$ cat src/rtl/hist_scan_streamer_if.sv
// Histogram readout bus: RAM read/clear port, detector stream and scan control.
// master = streamer side, slave = RAM/detector side.
interface hist_scan_streamer_if #(
  parameter int unsigned NB       = 6,
  parameter int unsigned PEAK_MAX = 21,
  parameter int unsigned PIX_W    = 3
);
  logic                  start;
  logic                  ram_rd_en;
  logic [PIX_W+NB-1:0]   ram_rd_addr;
  logic [PEAK_MAX-1:0]   ram_rd_data;
  logic                  ram_clr_en;
  logic [PIX_W+NB-1:0]   ram_clr_addr;
  logic [PEAK_MAX-1:0]   noc;
  logic [NB-1:0]         addr;
  logic                  noc_valid;
  logic                  his_num;
  logic [PIX_W-1:0]      pixel_idx;
  logic                  scan_finish;
  logic                  peak_done;
  logic                  busy;
  logic                  all_done;

  modport master (
    input  start, ram_rd_data, peak_done,
    output ram_rd_en, ram_rd_addr, ram_clr_en, ram_clr_addr, noc, addr, noc_valid,
           his_num, pixel_idx, scan_finish, busy, all_done
  );

  modport slave (
    output start, ram_rd_data, peak_done,
    input  ram_rd_en, ram_rd_addr, ram_clr_en, ram_clr_addr, noc, addr, noc_valid,
           his_num, pixel_idx, scan_finish, busy, all_done
  );
endinterface

$ cat src/rtl/hist_scan_streamer.sv
// Walks every pixel histogram twice (coarse, then fine), streaming bin counts to the
// peak detector and zeroing each bin as the fine pass reads it.
module hist_scan_streamer #(
  parameter int unsigned NB        = 6,
  parameter int unsigned PEAK_MAX  = 21,
  parameter int unsigned PIXEL_NUM = 8,
  parameter int unsigned PIX_W     = 3
) (
  input  logic                  clk,
  input  logic                  reset,
  hist_scan_streamer_if.master  bus
);

  typedef enum logic [2:0] {
    StIdle, StRead, StDrain, StFinish, StWaitAck, StAdvance
  } state_e;

  localparam logic [NB-1:0]    BinLast = '1;
  localparam logic [PIX_W-1:0] PixLast = PIX_W'(PIXEL_NUM - 1);

  state_e              state;
  logic [NB-1:0]       bin;
  logic [PIX_W-1:0]    pixIdx;
  logic                hisNum;
  logic                rdEn;
  logic                nocValid;
  logic [NB-1:0]       beatBin;
  logic                clrEn;
  logic [PIX_W+NB-1:0] clrAddr;
  logic                scanFinish;
  logic                busyQ;
  logic                allDone;

  always_ff @(posedge clk) begin
    if (reset) begin
      state      <= StIdle;
      bin        <= '0;
      pixIdx     <= '0;
      hisNum     <= 1'b0;
      rdEn       <= 1'b0;
      nocValid   <= 1'b0;
      beatBin    <= '0;
      clrEn      <= 1'b0;
      clrAddr    <= '0;
      scanFinish <= 1'b0;
      busyQ      <= 1'b0;
      allDone    <= 1'b0;
    end else begin
      // Data beat trails its read strobe by one cycle, matching RAM latency.
      nocValid   <= rdEn;
      beatBin    <= bin;
      clrEn      <= rdEn & hisNum;
      clrAddr    <= {pixIdx, bin};
      scanFinish <= 1'b0;
      allDone    <= 1'b0;
      unique case (state)
        StIdle: begin
          // busyQ still set here means this is the all_done cycle: drop start.
          if (busyQ) begin
            busyQ <= 1'b0;
          end else if (start_i()) begin
            state  <= StRead;
            pixIdx <= '0;
            hisNum <= 1'b0;
            bin    <= '0;
            rdEn   <= 1'b1;
            busyQ  <= 1'b1;
          end
        end
        StRead: begin
          if (bin == BinLast) begin
            rdEn  <= 1'b0;
            state <= StDrain;
          end else begin
            bin <= bin + 1'b1;
          end
        end
        StDrain: begin
          scanFinish <= 1'b1;
          state      <= StFinish;
        end
        StFinish: state <= StWaitAck;
        StWaitAck: begin
          if (bus.peak_done) state <= StAdvance;
        end
        StAdvance: begin
          bin <= '0;
          if (!hisNum) begin
            hisNum <= 1'b1;
            rdEn   <= 1'b1;
            state  <= StRead;
          end else if (pixIdx < PixLast) begin
            pixIdx <= pixIdx + 1'b1;
            hisNum <= 1'b0;
            rdEn   <= 1'b1;
            state  <= StRead;
          end else begin
            allDone <= 1'b1;
            state   <= StIdle;
          end
        end
        default: state <= StIdle;
      endcase
    end
  end

  function automatic logic start_i();
    return bus.start;
  endfunction

  assign bus.ram_rd_en    = rdEn;
  assign bus.ram_rd_addr  = {pixIdx, bin};
  // Suppress the write-zero in the reset cycle so an abort never clears an extra bin.
  assign bus.ram_clr_en   = clrEn & ~reset;
  assign bus.ram_clr_addr = clrAddr;
  assign bus.noc          = nocValid ? bus.ram_rd_data : '0;
  assign bus.addr         = beatBin;
  assign bus.noc_valid    = nocValid;
  assign bus.his_num      = hisNum;
  assign bus.pixel_idx    = pixIdx;
  assign bus.scan_finish  = scanFinish;
  assign bus.busy         = busyQ;
  assign bus.all_done     = allDone;

endmodule

$ cat src/flat_wrapper.sv
// flat-port wrapper written by rule: the top's interface ports become plain ports
module hist_scan_streamer_flat 
#(
  parameter int unsigned NB        = 6,
  parameter int unsigned PEAK_MAX  = 21,
  parameter int unsigned PIXEL_NUM = 8,
  parameter int unsigned PIX_W     = 3
)
  (clk, reset, bus_start, bus_ram_rd_data, bus_peak_done, bus_ram_rd_en, bus_ram_rd_addr, bus_ram_clr_en, bus_ram_clr_addr, bus_noc, bus_addr, bus_noc_valid, bus_his_num, bus_pixel_idx, bus_scan_finish, bus_busy, bus_all_done);
  hist_scan_streamer_if #(.NB(NB), .PEAK_MAX(PEAK_MAX), .PIX_W(PIX_W)) bus_i ();
  input  logic clk;
  input  logic reset;
  input wire logic [$bits(bus_i.start)-1:0] bus_start;
  input wire logic [$bits(bus_i.ram_rd_data)-1:0] bus_ram_rd_data;
  input wire logic [$bits(bus_i.peak_done)-1:0] bus_peak_done;
  output wire logic [$bits(bus_i.ram_rd_en)-1:0] bus_ram_rd_en;
  output wire logic [$bits(bus_i.ram_rd_addr)-1:0] bus_ram_rd_addr;
  output wire logic [$bits(bus_i.ram_clr_en)-1:0] bus_ram_clr_en;
  output wire logic [$bits(bus_i.ram_clr_addr)-1:0] bus_ram_clr_addr;
  output wire logic [$bits(bus_i.noc)-1:0] bus_noc;
  output wire logic [$bits(bus_i.addr)-1:0] bus_addr;
  output wire logic [$bits(bus_i.noc_valid)-1:0] bus_noc_valid;
  output wire logic [$bits(bus_i.his_num)-1:0] bus_his_num;
  output wire logic [$bits(bus_i.pixel_idx)-1:0] bus_pixel_idx;
  output wire logic [$bits(bus_i.scan_finish)-1:0] bus_scan_finish;
  output wire logic [$bits(bus_i.busy)-1:0] bus_busy;
  output wire logic [$bits(bus_i.all_done)-1:0] bus_all_done;
  assign bus_i.start = bus_start;
  assign bus_i.ram_rd_data = bus_ram_rd_data;
  assign bus_i.peak_done = bus_peak_done;
  assign bus_ram_rd_en = bus_i.ram_rd_en;
  assign bus_ram_rd_addr = bus_i.ram_rd_addr;
  assign bus_ram_clr_en = bus_i.ram_clr_en;
  assign bus_ram_clr_addr = bus_i.ram_clr_addr;
  assign bus_noc = bus_i.noc;
  assign bus_addr = bus_i.addr;
  assign bus_noc_valid = bus_i.noc_valid;
  assign bus_his_num = bus_i.his_num;
  assign bus_pixel_idx = bus_i.pixel_idx;
  assign bus_scan_finish = bus_i.scan_finish;
  assign bus_busy = bus_i.busy;
  assign bus_all_done = bus_i.all_done;
  hist_scan_streamer #(.NB(NB), .PEAK_MAX(PEAK_MAX), .PIXEL_NUM(PIXEL_NUM), .PIX_W(PIX_W)) u_core (.clk(clk), .reset(reset), .bus(bus_i));
endmodule
$ cat config.mk
export PLATFORM = sky130hd
export DESIGN_NAME = hist_scan_streamer_flat
export DESIGN_NICKNAME = d
export VERILOG_FILES = /design/src/rtl/hist_scan_streamer_if.sv /design/src/rtl/hist_scan_streamer.sv /design/src/flat_wrapper.sv
export SDC_FILE = /design/constraint.sdc
export NUM_CORES = 1
export LEC_CHECK = 0
export BUFFER_PORTS_ARGS = -buffer_cell sky130_fd_sc_hd__buf_2
export CAP_MARGIN = 5
export CORE_UTILIZATION = 40
export CTS_CLUSTER_SIZE = 24
export DETAILED_ROUTE_END_ITERATION = 16
export PLACE_DENSITY = 0.79
export SLEW_MARGIN = 10
export SYNTH_ARGS = -nofsm -noshare
export SYNTH_HDL_FRONTEND = slang
export SYNTH_SLANG_ARGS = --single-unit
$ cat constraint.sdc
create_clock -name clk -period 2 [get_ports clk]
set_input_delay 0.3 -clock clk [delete_from_list [all_inputs] [get_ports clk]]
set_output_delay 0.3 -clock clk [all_outputs]
set_load 0.005 [all_outputs]
### Word-level counts from Yosys, hierarchy flattened

Cells that the tools add are included.

| storage, ports and cells | value |
|---|---|
| register bits | 34 |
| input bits | 25 |
| output and inout bits | 55 |
| word-level logic and storage cells | 74 |

| operators by class | value |
|---|---|
| add/sub/neg operators | 2 |
| order comparisons | 1 |
| equality and inequality tests | 14 |
| multiplexer cells | 31 |
| bitwise gates (word level) | 5 |
| reduce and logical (&&, ||, !) cells | 9 |

Operator list:

| operator | number |
|---|---|
| 3-bit 2-to-1 mux | 9 |
| 21-bit 2-to-1 mux | 1 |
| 6-bit 2-to-1 mux | 3 |
| 3-bit case mux with 6 select lines | 1 |
| 6-bit case mux with 3 select lines | 1 |
| 1-bit 2-to-1 mux | 13 |
| 5-bit AND reduction | 2 |
| 2-bit != test, second input constant | 4 |
| 4-bit AND reduction | 2 |
| 6-bit by 1-bit adder with 6-bit output, second input constant | 1 |
| 3-bit by 2-bit == test with 1-bit output, second input constant | 2 |
| 3-bit == test, second input constant | 2 |
| 6-bit == test, second input constant | 1 |
| 2-bit by 1-bit != test with 1-bit output, second input constant | 3 |
| 3-bit case mux with 2 select lines | 1 |
| 3-bit by 1-bit adder with 3-bit output, second input constant | 1 |
| 3-bit by 1-bit == test with 1-bit output, second input constant | 1 |
| 3-bit logical NOT | 1 |
| 3-bit less-than comparator, second input constant | 1 |
| 3-bit != test, second input constant | 1 |
| 1-bit NOT | 3 |
| 1-bit case mux with 3 select lines | 1 |
| 3-bit AND reduction | 1 |
| 3-bit nonzero test | 1 |
| 4 further kinds | 5 |

### Logic depth before layout (Yosys ltp)

Gate-level depths: netlist (run 1).

| logic depth | value |
|---|---|
| depth in word-level cells | 4 |
| depth in mapped cells | 6 |
| depth with buffers taken out | 5 |

### Worst setup path before layout (run 1)

Ideal clock, no wire load.

| timing | value |
|---|---|
| path type | register -> register |
| start | reg u_core.bin[0] |
| end | reg u_core.bin[0] |
| library setup time | 0.121 ns |
| arrival time | 1.405 ns |
| data required time | 1.879 ns |
| path slack | 0.475 ns |
| cell stages (with the launch flop) | 6 |
| path buffers | 0 |
| clock period less this slack | 1.525 ns |
| path through | dfxtp_1 ha_1 nand3_1 nor4_1 nor2_2 mux2_2 |

| on the way | value |
|---|---|
| word-level cells in the longest chain between the ends | 3 |
| elaborated cells between the ends (all ways) | 6 |
| those cells by class | 1 x add/sub; 2 x eq/ne; 2 x mux; 1 x reduce/logical |

Ends and longest elaborated chain:

| item | RTL line | text |
|---|---|---|
| start: declaration | hist_scan_streamer.sv:22 | `logic [NB-1:0] bin;` |
| start signal: assignment | hist_scan_streamer.sv:75 | `bin <= bin + 1'b1;` |
| 6-bit by 1-bit adder with 6-bit output / 6-bit == test (equally long branches) | hist_scan_streamer.sv:75, hist_scan_streamer.sv:71 |  |
| 6-bit 2-to-1 mux / 2-bit != test (equally long branches) | - |  |
| 6-bit case mux with 3 select lines / 4-bit AND reduction (equally long branches) | - |  |

Parallel ways exist; a longest one is shown, timed or not. The select of a mux whose other input is x is not followed.
A chain may end at the register's enable or synchronous reset.

### Worst setup path in the final report (run 1)

| timing | value |
|---|---|
| start | reg u_core.bin[0] |
| end | reg u_core.bin[1] |

Same word-level chain as after synthesis.

==> metrics, run 1 <==
run status finished clean; clock-pin slew of the registers on the worst-case setup and hold paths 0.15 ns; Power Density 563 nW/µm²; total grt overflow 0; clk root buf clkbuf_4; kind of critical path reg2reg; crit path DAT 1.94 ns; critical path fanouts, max 6; Initial DRC Count 18; clock sink count 28; Top Family by Delay on Critical Path simple AND/OR/NAND/NOR gates; Synth Warn # 0; syn nets 183; footprint of the multi-input gates 668 µm²; commonest non-fill, non-tap cell in the layout buf_2; M3 GR Usage 1.95%; clk buf depth 2; final wirelength 2940 µm; Synth Flop Type dfxtp_1; Reg area 561 µm²; setup bufs post-CTS 0; CTS buffer count 3; Slew headroom 63.2%; row cnt 20; die area 3610 µm²; met2 usage 30.8%; setup TNS 0 ns; chip height 60.1 µm; worst hold margin 0.388 ns; H-tree depth 1; worst IR drop on VDD 0.325 mV; crit path to u_core.bin[1]; Top Usage Layer GRT met2; reg2reg setup slack 0.30 ns; Lkg Pwr 0.000878 µW; r2r startpoint u_core.bin[0]; number of flops mapped to enable cells by yosys 0; CTS resizes 0; Hold Crit Class in2reg; drt first pass iters 4; drt wl/cell 11.1 µm; Synth Area per Inst 8.65 µm²; Final period util 85.2%; startpoint types flip-flop; clock skew 0.0104 ns; Crit-path slowest cell dfxtp_1; share of layout cells above drive strength 1 40.3%; Synth async-reset ratio 0%; remaining routing DRC violations 0; Yosys reg bits 28; routed vias 1291; Tightest Pin Transition 0.551 ns; Max Freq 587 MHz; core box area 3130 µm²; crit path from u_core.bin[0]; GRT Util Overall 15.7%; cell depth of the worst flop-to-flop path 5; Period minus WS final 1.70 ns; sequential fraction of the synthesis area 41.6%; clk_lat worst skew 0.32 ns; FF-to-FF End u_core.bin[1]; IO buf count 79; Initial Util 43.1%; final setup vio count 0; Setup crit end kind flip-flop; Vias per Instance 4.87; net count reported at finish 249; hpwl dp 2240 µm; cts hold-fix bufs 0; max-slew violations 0; Routed Antenna Nets 0; Fin. Hold Viols 0; Crit path largest cell delay 0.41 ns; Finished Core Util 55.1%; Mapped Cells 156; Cell Area, Synth 1350 µm²; worst path cell trace ha_1 -> nand3_1 -> nor4_1 -> nor2_2 -> mux2_2; RSZ-0062 raised after global routing false; vias in the first global route 1022; # diodes 0; Top Ports 80; Critical Path RT 2.23 ns; initial antenna violation count 0; critical path depth 5; Max Cap Viol 0; Unique masters post-synth 39; global-route wire length before repair 4310 µm; area grow syn2layout 27.7%; met1 usage 17.6%; die width 60.1 µm; most frequent cells in the layout 79 x buf_2, 28 x dfxtp_1, 22 x and2_1; largest net degree at the start of global routing 26; CP bufs+invs 0; final RePlAce weighted congestion 0.805; final-layout fill cell count 291; CTS tree yes
[where the power goes]
group          total [µW]  internal, µW  switching, µW
clock network         268           111            157
logic                 120          62.9           57.0
registers             582           568           13.8
[worst register-to-register path, delay by kind of cell (launching register included)]
kind / cells / cell delay, ns
AND/OR/NAND/NOR: 3 / 0.63
flip-flops: 1 / 0.41
multiplexers: 1 / 0.29
adder cells (fa/ha/maj): 1 / 0.28
[registers in the layout (all words and copies together) (netlist names)]
signal,count
u_core.bus.scan_finish,1
u_core.bus.all_done,1
u_core.clrEn,1
u_core.bus.busy,1
u_core.bus.pixel_idx,3
u_core.state,3
u_core.bus.ram_clr_addr,9
u_core.bus.his_num,1
u_core.bus.ram_rd_en,1
u_core.bin,6
u_core.bus.noc_valid,1
[worst min path at each step]
stage | from | cells past startpoint | endpoint | slack, ns
floorplan | reset | 1 | u_core.bus.noc_valid | 0.38
global placement | u_core.bus.busy | 2 | u_core.bus.busy | 0.47
detailed placement | u_core.bus.busy | 2 | u_core.bus.busy | 0.47
CTS | reset | 2 | u_core.bus.ram_clr_addr[7] | 0.38
global route | reset | 2 | u_core.bus.ram_clr_addr[8] | 0.43
finish | bus_peak_done | 5 | u_core.state[0] | 0.39
[area by class of cell]
cell class | count | area share, %
clock buffers | 4 | 2.11
repair buffers | 79 | 22.9
inverters | 2 | 0.436
well taps | 44 | 3.20
multi-input cells | 108 | 38.8
flip-flops and latches | 28 | 32.5
[per-layer routing]
layer / routed length (µm) / part of all wire (%)
met1: 1280 / 43
met2: 1490 / 51
met3: 155 / 5.3
met4: 19 / 0.65
met5: 0 / 0
[per-stage QoR]
step / area (µm²) / power [µW] / setup slack, ns / std cells
5_1_grt: 1720 / 1020 / 0.0928 / 265
2_1_floorplan: 1350 / 663 / 0.475 / 156
3_3_place_gp: 1690 / 713 / 0.410 / 261
4_1_cts: 1720 / 982 / 0.308 / 265
3_5_place_dp: 1690 / 714 / 0.335 / 261
6_report: 1720 / 970 / 0.296 / 265
[Yosys cell counts, drive strengths merged (2+ instances only)]
cell type | count | area, µm²
dfxtp | 28 | 561
and2 | 22 | 138
a21oi | 13 | 65.1
buf | 13 | 93.8
nor2b | 13 | 81.3
nor2 | 10 | 40.0
nor3 | 7 | 35.0
nand2 | 6 | 22.5
clkbuf | 5 | 18.8
nand3 | 4 | 20.0
nand2b | 3 | 18.8
o21ai | 3 | 15.0
ha | 2 | 25.0
inv | 2 | 7.51
mux2 | 2 | 22.5
o31ai | 2 | 15.0
or2 | 2 | 12.5
[logic make-up (layout without fill, tap and decap cells)]
kind of cell | Yosys count | in the layout | synth area share, %
AO/OA/AOI/OAI | 27 | 27 | 12.9
adder cells (fa/ha/maj) | 2 | 2 | 1.85
buffers and inverters | 20 | 85 | 8.90
flip-flops | 28 | 28 | 41.6
multiplexers | 3 | 3 | 2.41
AND/OR/NAND/NOR | 76 | 76 | 32.4
Note: power is estimated with default switching activity, not from simulation.
==> run 2, diff against run 1 <==
--- a/config.mk
+++ b/config.mk
@@ -7,10 +7,13 @@
 export LEC_CHECK = 0
 export BUFFER_PORTS_ARGS = -buffer_cell sky130_fd_sc_hd__buf_2
 export CAP_MARGIN = 5
-export CORE_UTILIZATION = 40
+export CELL_PAD_IN_SITES_DETAIL_PLACEMENT = 1
+export CELL_PAD_IN_SITES_GLOBAL_PLACEMENT = 1
+export CORE_UTILIZATION = 30
 export CTS_CLUSTER_SIZE = 24
 export DETAILED_ROUTE_END_ITERATION = 16
-export PLACE_DENSITY = 0.79
+export MAX_ROUTING_LAYER = met4
+export PLACE_DENSITY = 0.84
 export SLEW_MARGIN = 10
 export SYNTH_ARGS = -nofsm -noshare
 export SYNTH_HDL_FRONTEND = slang
==> run 2 against run 1 <==
  * First-iteration DRC count grew 94%
  * Core utilization down 15 points
  * Cell count increased by 3.0%
  * Highest routed layer unchanged
==> metrics, run 2 (synthesized netlist as in run 1, its figures left out) <==
clock sink count 28 (unchanged); Vias per Instance 4.83 (-0.83%); Setup crit end kind flip-flop; initial antenna violation count 0 (unchanged); Routed Antenna Nets 0 (unchanged); Hold Crit Class in2reg; core box area 4320 µm² (+38%); drt first pass iters 5 (+1); RSZ-0062 raised after global routing false; Initial Util 31.2% (-12 points); global-route wire length before repair 5530 µm (+28%); Top Ports 80 (unchanged); share of layout cells above drive strength 1 40.3% (unchanged); routed vias 1319 (+2.2%); largest net degree at the start of global routing 26 (unchanged); worst IR drop on VDD 0.238 mV (-27%); total grt overflow 0 (unchanged); max FFs per register 9 (unchanged); run status finished clean; most frequent cells in the layout 79 x buf_2, 28 x dfxtp_1, 22 x and2_1; row cnt 24 (+20%); Routed met3 length 257 µm (+66%); cts hold-fix bufs 0 (unchanged); clk root buf clkbuf_8; die width 69.1 µm (+15%); hpwl dp 2550 µm (+14%); cell depth of the worst flop-to-flop path 5 (unchanged); IO buf count 79 (unchanged); Lkg Pwr 0.000886 µW (+0.88%); Final period util 84.1% (-1.1 points); remaining routing DRC violations 0 (unchanged); final RePlAce weighted congestion 0.736 (-8.5%); vias in the first global route 1216 (+19%); reg2reg setup slack 0.32 ns (+0.02 ns); hold worst-path end u_core.bus.ram_clr_addr[4]; setup TNS 0 ns (unchanged); max-slew violations 0 (unchanged); drt wl/cell 12.2 µm (+9.8%); WL met1 1420 µm (+11%); Placed Cells 269 (+3.1%); # diodes 0 (unchanged); Slew headroom 63.6% (+0.40 points); chip height 69.1 µm (+15%); startpoint types flip-flop; clk buf depth 2 (unchanged); Period minus WS final 1.68 ns (-0.0224 ns); Max Cap Viol 0 (unchanged); WL met2 1620 µm (+8.6%); Fin. Hold Viols 0 (unchanged); FF-to-FF End u_core.bin[1]; net count reported at finish 249 (unchanged); crit path DAT 1.85 ns (-0.09 ns); Non-Filler Instances 273 (+3.0%); Hold Path Stages 2 (-3); critical path fanouts, max 6 (unchanged); CTS buffer count 3 (unchanged); final wirelength 3320 µm (+13%); Initial DRC Count 35 (+17); CTS resizes 0 (unchanged); Tightest Pin Transition 0.545 ns (-0.00606 ns); area grow syn2layout 29.9%; die area 4770 µm² (+32%); Power Density 603 nW/µm² (+7.1%); clock skew 0.00315 ns (-0.00727 ns); GRT Util Overall 14.4% (-1.4 points); commonest non-fill, non-tap cell in the layout buf_2; top layer in use met4; clock-pin slew of the registers on the worst-case setup and hold paths 0.10 ns (-0.05 ns); H-tree depth 1 (unchanged); clk_lat worst skew 0.27 ns (-0.05 ns); setup bufs post-CTS 0 (unchanged); CTS tree yes; r2r startpoint u_core.bin[0]; min-delay src reset; final-layout fill cell count 552 (+90%); kind of critical path reg2reg; Max Freq 595 MHz (+1.3%); Critical Path RT 2.17 ns (-0.06 ns); final setup vio count 0 (unchanged)
run 2: cell counts in the layout (fill, tap and decap cells not counted):
No cell type changed its count.
run 2: area by class of cell:
cell class / instances / area (µm²) / area share [%]
Sequential cell: 28 / 561 / 32.0
Inverter: 2 / 7.51 / 0.429
Clock buffer: 4 / 55.1 / 3.14
Multi-Input combinational cell: 108 / 668 / 38.1
Tap cell: 52 / 65.1 / 3.71
Timing Repair Buffer: 79 / 395 / 22.6
run 2: how the worst max path moves through the flow:
| stage | start | to | slack, ns | cells past startpoint |
|---|---|---|---|---|
| after floorplan | u_core.bin[0] | u_core.bin[0] | 0.47 | 5 |
| after global placement | u_core.bin[0] | u_core.bin[1] | 0.39 | 5 |
| after detailed placement | u_core.bin[0] | u_core.bin[0] | 0.32 | 5 |
| after CTS | u_core.bin[0] | u_core.bin[3] | 0.31 | 5 |
| after global routing | u_core.bin[0] | u_core.bin[3] | 0.13 | 5 |
| final | u_core.bin[0] | u_core.bin[1] | 0.32 | 5 |
run 2: metal layers:
layer	global-route usage (%)	vias to the layer above
li1	-	656
met1	16.0	607
met2	24.9	52
met3	3.95	4
met4	4.31	0
met5	-	-
run 2: per-stage QoR:
| step | power [µW] | worst slack (ns) | util [%] | hold slack (ns) | area (µm²) |
|---|---|---|---|---|---|
| finish | 1060 | 0.319 | 40.5 | 0.460 | 1750 |
| global route | 1110 | 0.134 | 40.5 | 0.478 | 1750 |
| CTS | 1070 | 0.306 | 40.5 | 0.455 | 1750 |
| detailed placement | 719 | 0.325 | 39.2 | 0.483 | 1700 |
| global placement | 715 | 0.392 | 39.2 | 0.479 | 1700 |
| floorplan | 663 | 0.475 | - | 0.379 | 1350 |
run 2: critical path: stages (launching register included):
cell and delay [ns]:
dfxtp_1 0.40, ha_1 0.28, nand3_1 0.14, nor4_1 0.34, nor2_2 0.14, mux2_2 0.29
run 2: report_power, final:
group | internal, µW | switching, µW
logic | 63.0 | 58.8
registers | 567 | 14.6
clock network | 176 | 176
total | 806 | 249
==> run 3, diff against run 2 <==
--- a/config.mk
+++ b/config.mk
@@ -9,11 +9,11 @@
 export CAP_MARGIN = 5
 export CELL_PAD_IN_SITES_DETAIL_PLACEMENT = 1
 export CELL_PAD_IN_SITES_GLOBAL_PLACEMENT = 1
-export CORE_UTILIZATION = 30
+export CORE_UTILIZATION = 27
 export CTS_CLUSTER_SIZE = 24
 export DETAILED_ROUTE_END_ITERATION = 16
 export MAX_ROUTING_LAYER = met4
-export PLACE_DENSITY = 0.84
+export PLACE_DENSITY = 0.8
 export SLEW_MARGIN = 10
 export SYNTH_ARGS = -nofsm -noshare
 export SYNTH_HDL_FRONTEND = slang
==> constraint.sdc (replaced) <==
create_clock -name clk -period 1.48 [get_ports clk]
set_input_delay 0.222 -clock clk [delete_from_list [all_inputs] [get_ports clk]]
set_output_delay 0.222 -clock clk [all_outputs]
set_load 0.005 [all_outputs]
==> run 3 against run 2 <==
  * Cell count rose by 11%
  * Maximum frequency increased by 18%
  * Design area increased by 11%
  * Non-clock buffer count increased by 17
  * Clock skew up 0.0020 ns
  * Power up 32%
  * Worst hold slack worse by 0.083 ns
  * Worst setup slack got worse by 0.26 ns
==> metrics, run 3 (synthesized netlist as in run 1, its figures left out) <==
run status finished clean; Top Ports 80 (unchanged); crit path DAT 1.57 ns (-0.28 ns); core box area 4750 µm² (+10%); hpwl dp 2800 µm (+10%); GRT Util Overall 14.7% (+0.36 points); Tightest Pin Transition 0.468 ns (-0.0771 ns); die width 72.7 µm (+5.3%); clock skew 0.00518 ns (+0.00203 ns); Hold Crit Class in2reg; Fin. Hold Viols 0 (unchanged); net count reported at finish 266 (+6.8%); Initial DRC Count 59 (+69%); setup TNS 0 ns (unchanged); internal power 1060 µW (+31%); global-route wire length before repair 6020 µm (+8.9%); final wirelength 3790 µm (+14%); Routed met3 length 139 µm (-46%); Finished Core Util 41.0% (+0.46 points); Top Family by Delay on Critical Path simple AND/OR/NAND/NOR gates; Final period util 96.0% (+12 points); kind of critical path reg2reg; Switch Pwr 341 µW (+37%); Vias per Instance 4.49 (-7.0%); area grow syn2layout 44.4%; clk root buf clkbuf_8; worst IR drop on VDD 0.432 mV (+82%); Slew headroom 68.8% (+5.2 points); clock power share 29.4% (-4.0 points); worst path cell trace buf_4 -> nand3_1 -> or4b_1 -> a21oi_1 -> nor3_1; max-slew violations 0 (unchanged); CTS buffer count 3 (unchanged); share of layout cells above drive strength 1 49.4% (+9.1 points); clk buf depth 2 (unchanged); Crit-path slowest cell or4b_1; startpoint types flip-flop; WL met2 1940 µm (+20%); largest net degree at the start of global routing 26 (unchanged); initial antenna violation count 0 (unchanged); # diodes 0 (unchanged); WL met1 1710 µm (+20%); clock-pin slew of the registers on the worst-case setup and hold paths 0.09 ns (about the same); Flop pwr share 56.3% (+1.2 points); vias in the first global route 1300 (+6.9%); clk_lat worst skew 0.27 ns (about the same); H-tree depth 1 (unchanged); cts hold-fix bufs 0 (unchanged); total grt overflow 0 (unchanged); commonest non-fill, non-tap cell in the layout buf_2; die area 5280 µm² (+11%); Comb power frac 14.3% (+2.8 points); critical path fanouts, max 4 (-2); chip height 72.7 µm (+5.3%); max FFs per register 9 (unchanged); RSZ-0062 raised after global routing false; switch share 24.4% (+0.75 points); Non-Filler Instances 304 (+11%); most frequent cells in the layout 79 x buf_2, 22 x and2_1, 21 x dfxtp_1; remaining routing DRC violations 0 (unchanged); Lkg Pwr 0.000973 µW (+9.8%); CTS tree yes; IO buf count 79 (unchanged); Crit path largest cell delay 0.49 ns (+0.09 ns); Routed Antenna Nets 0 (unchanged); Power Density 717 nW/µm² (+19%); drt first pass iters 3 (-2); drt wl/cell 12.5 µm (+2.5%); Setup crit end kind flip-flop; CP bufs+invs 1 (+1); final RePlAce weighted congestion 0.784 (+6.6%); Initial Util 28.4% (-2.8 points); clock sink count 28 (unchanged); row cnt 25 (+4.2%); Period minus WS final 1.42 ns (-0.261 ns); routed vias 1366 (+3.6%); top layer in use met3; Max Freq 704 MHz (+18%); final setup vio count 0 (unchanged); Max Cap Viol 0 (unchanged); final-layout fill cell count 612 (+11%); Placed Cells 297 (+10%); Critical Path RT 1.63 ns (-0.54 ns); Design Power 1400 µW (+32%)
[run 3: timing repair]
action                     4_1_cts  5_1_grt
gates cloned                     0        0
pin swaps                        3        3
gates resized for setup         11        4
setup buffers                    4        0
setup endpoints to repair        8        8
[run 3: routing by layer]
layer	vias up	global-route usage (%)
met4	0	3.27
met1	646	18.9
li1	688	-
met2	32	24.2
met3	0	2.62
met5	-	-
[run 3: final cells by class]
class                      count  area, µm²  area share [%]
multi-input combinational    108        723            37.1
sequential                    28        569            29.2
timing repair buffer          96        523            26.8
tap                           67       83.8            4.30
clock buffer                   3       41.3            2.12
inverter                       2       7.51           0.385
[run 3: stage by stage]
step,hold slack (ns),area (µm²),worst slack [ns]
2_1_floorplan,0.301,1360,0.0423
3_3_place_gp,0.462,1820,0.0210
3_5_place_dp,0.480,1820,-0.0292
4_1_cts,0.372,1940,0.000285
5_1_grt,0.399,1950,0.00262
6_report,0.378,1950,0.0597
[run 3: power by group through the flow]
stage,clock network [µW],logic (µW),registers [µW]
finish,411,200,786
floorplan,0,103,794
detailed placement,0,178,802
CTS,434,203,786
global placement,0,174,802
global route,458,224,790
[run 3: tightest hold or removal path, cell delays in order]
cell	delay, ns
buf_2	0.08
nor2b_1	0.04
a21oi_1	0.10
o21ai_0	0.08
a21oi_1	0.10
[run 3: worst paths after layout]
| path | startpoint | slack [ns] | endpoint | depth (start not counted) |
|---|---|---|---|---|
| setup reg to reg | u_core.bin[0] | 0.06 | u_core.bin[5] | 5 |
| hold reg to reg | u_core.bus.busy | 0.51 | u_core.bus.busy | 2 |
| setup / recovery | u_core.bin[0] | 0.06 | u_core.bin[5] | 5 |
| hold / removal | bus_peak_done | 0.38 | u_core.state[0] | 5 |
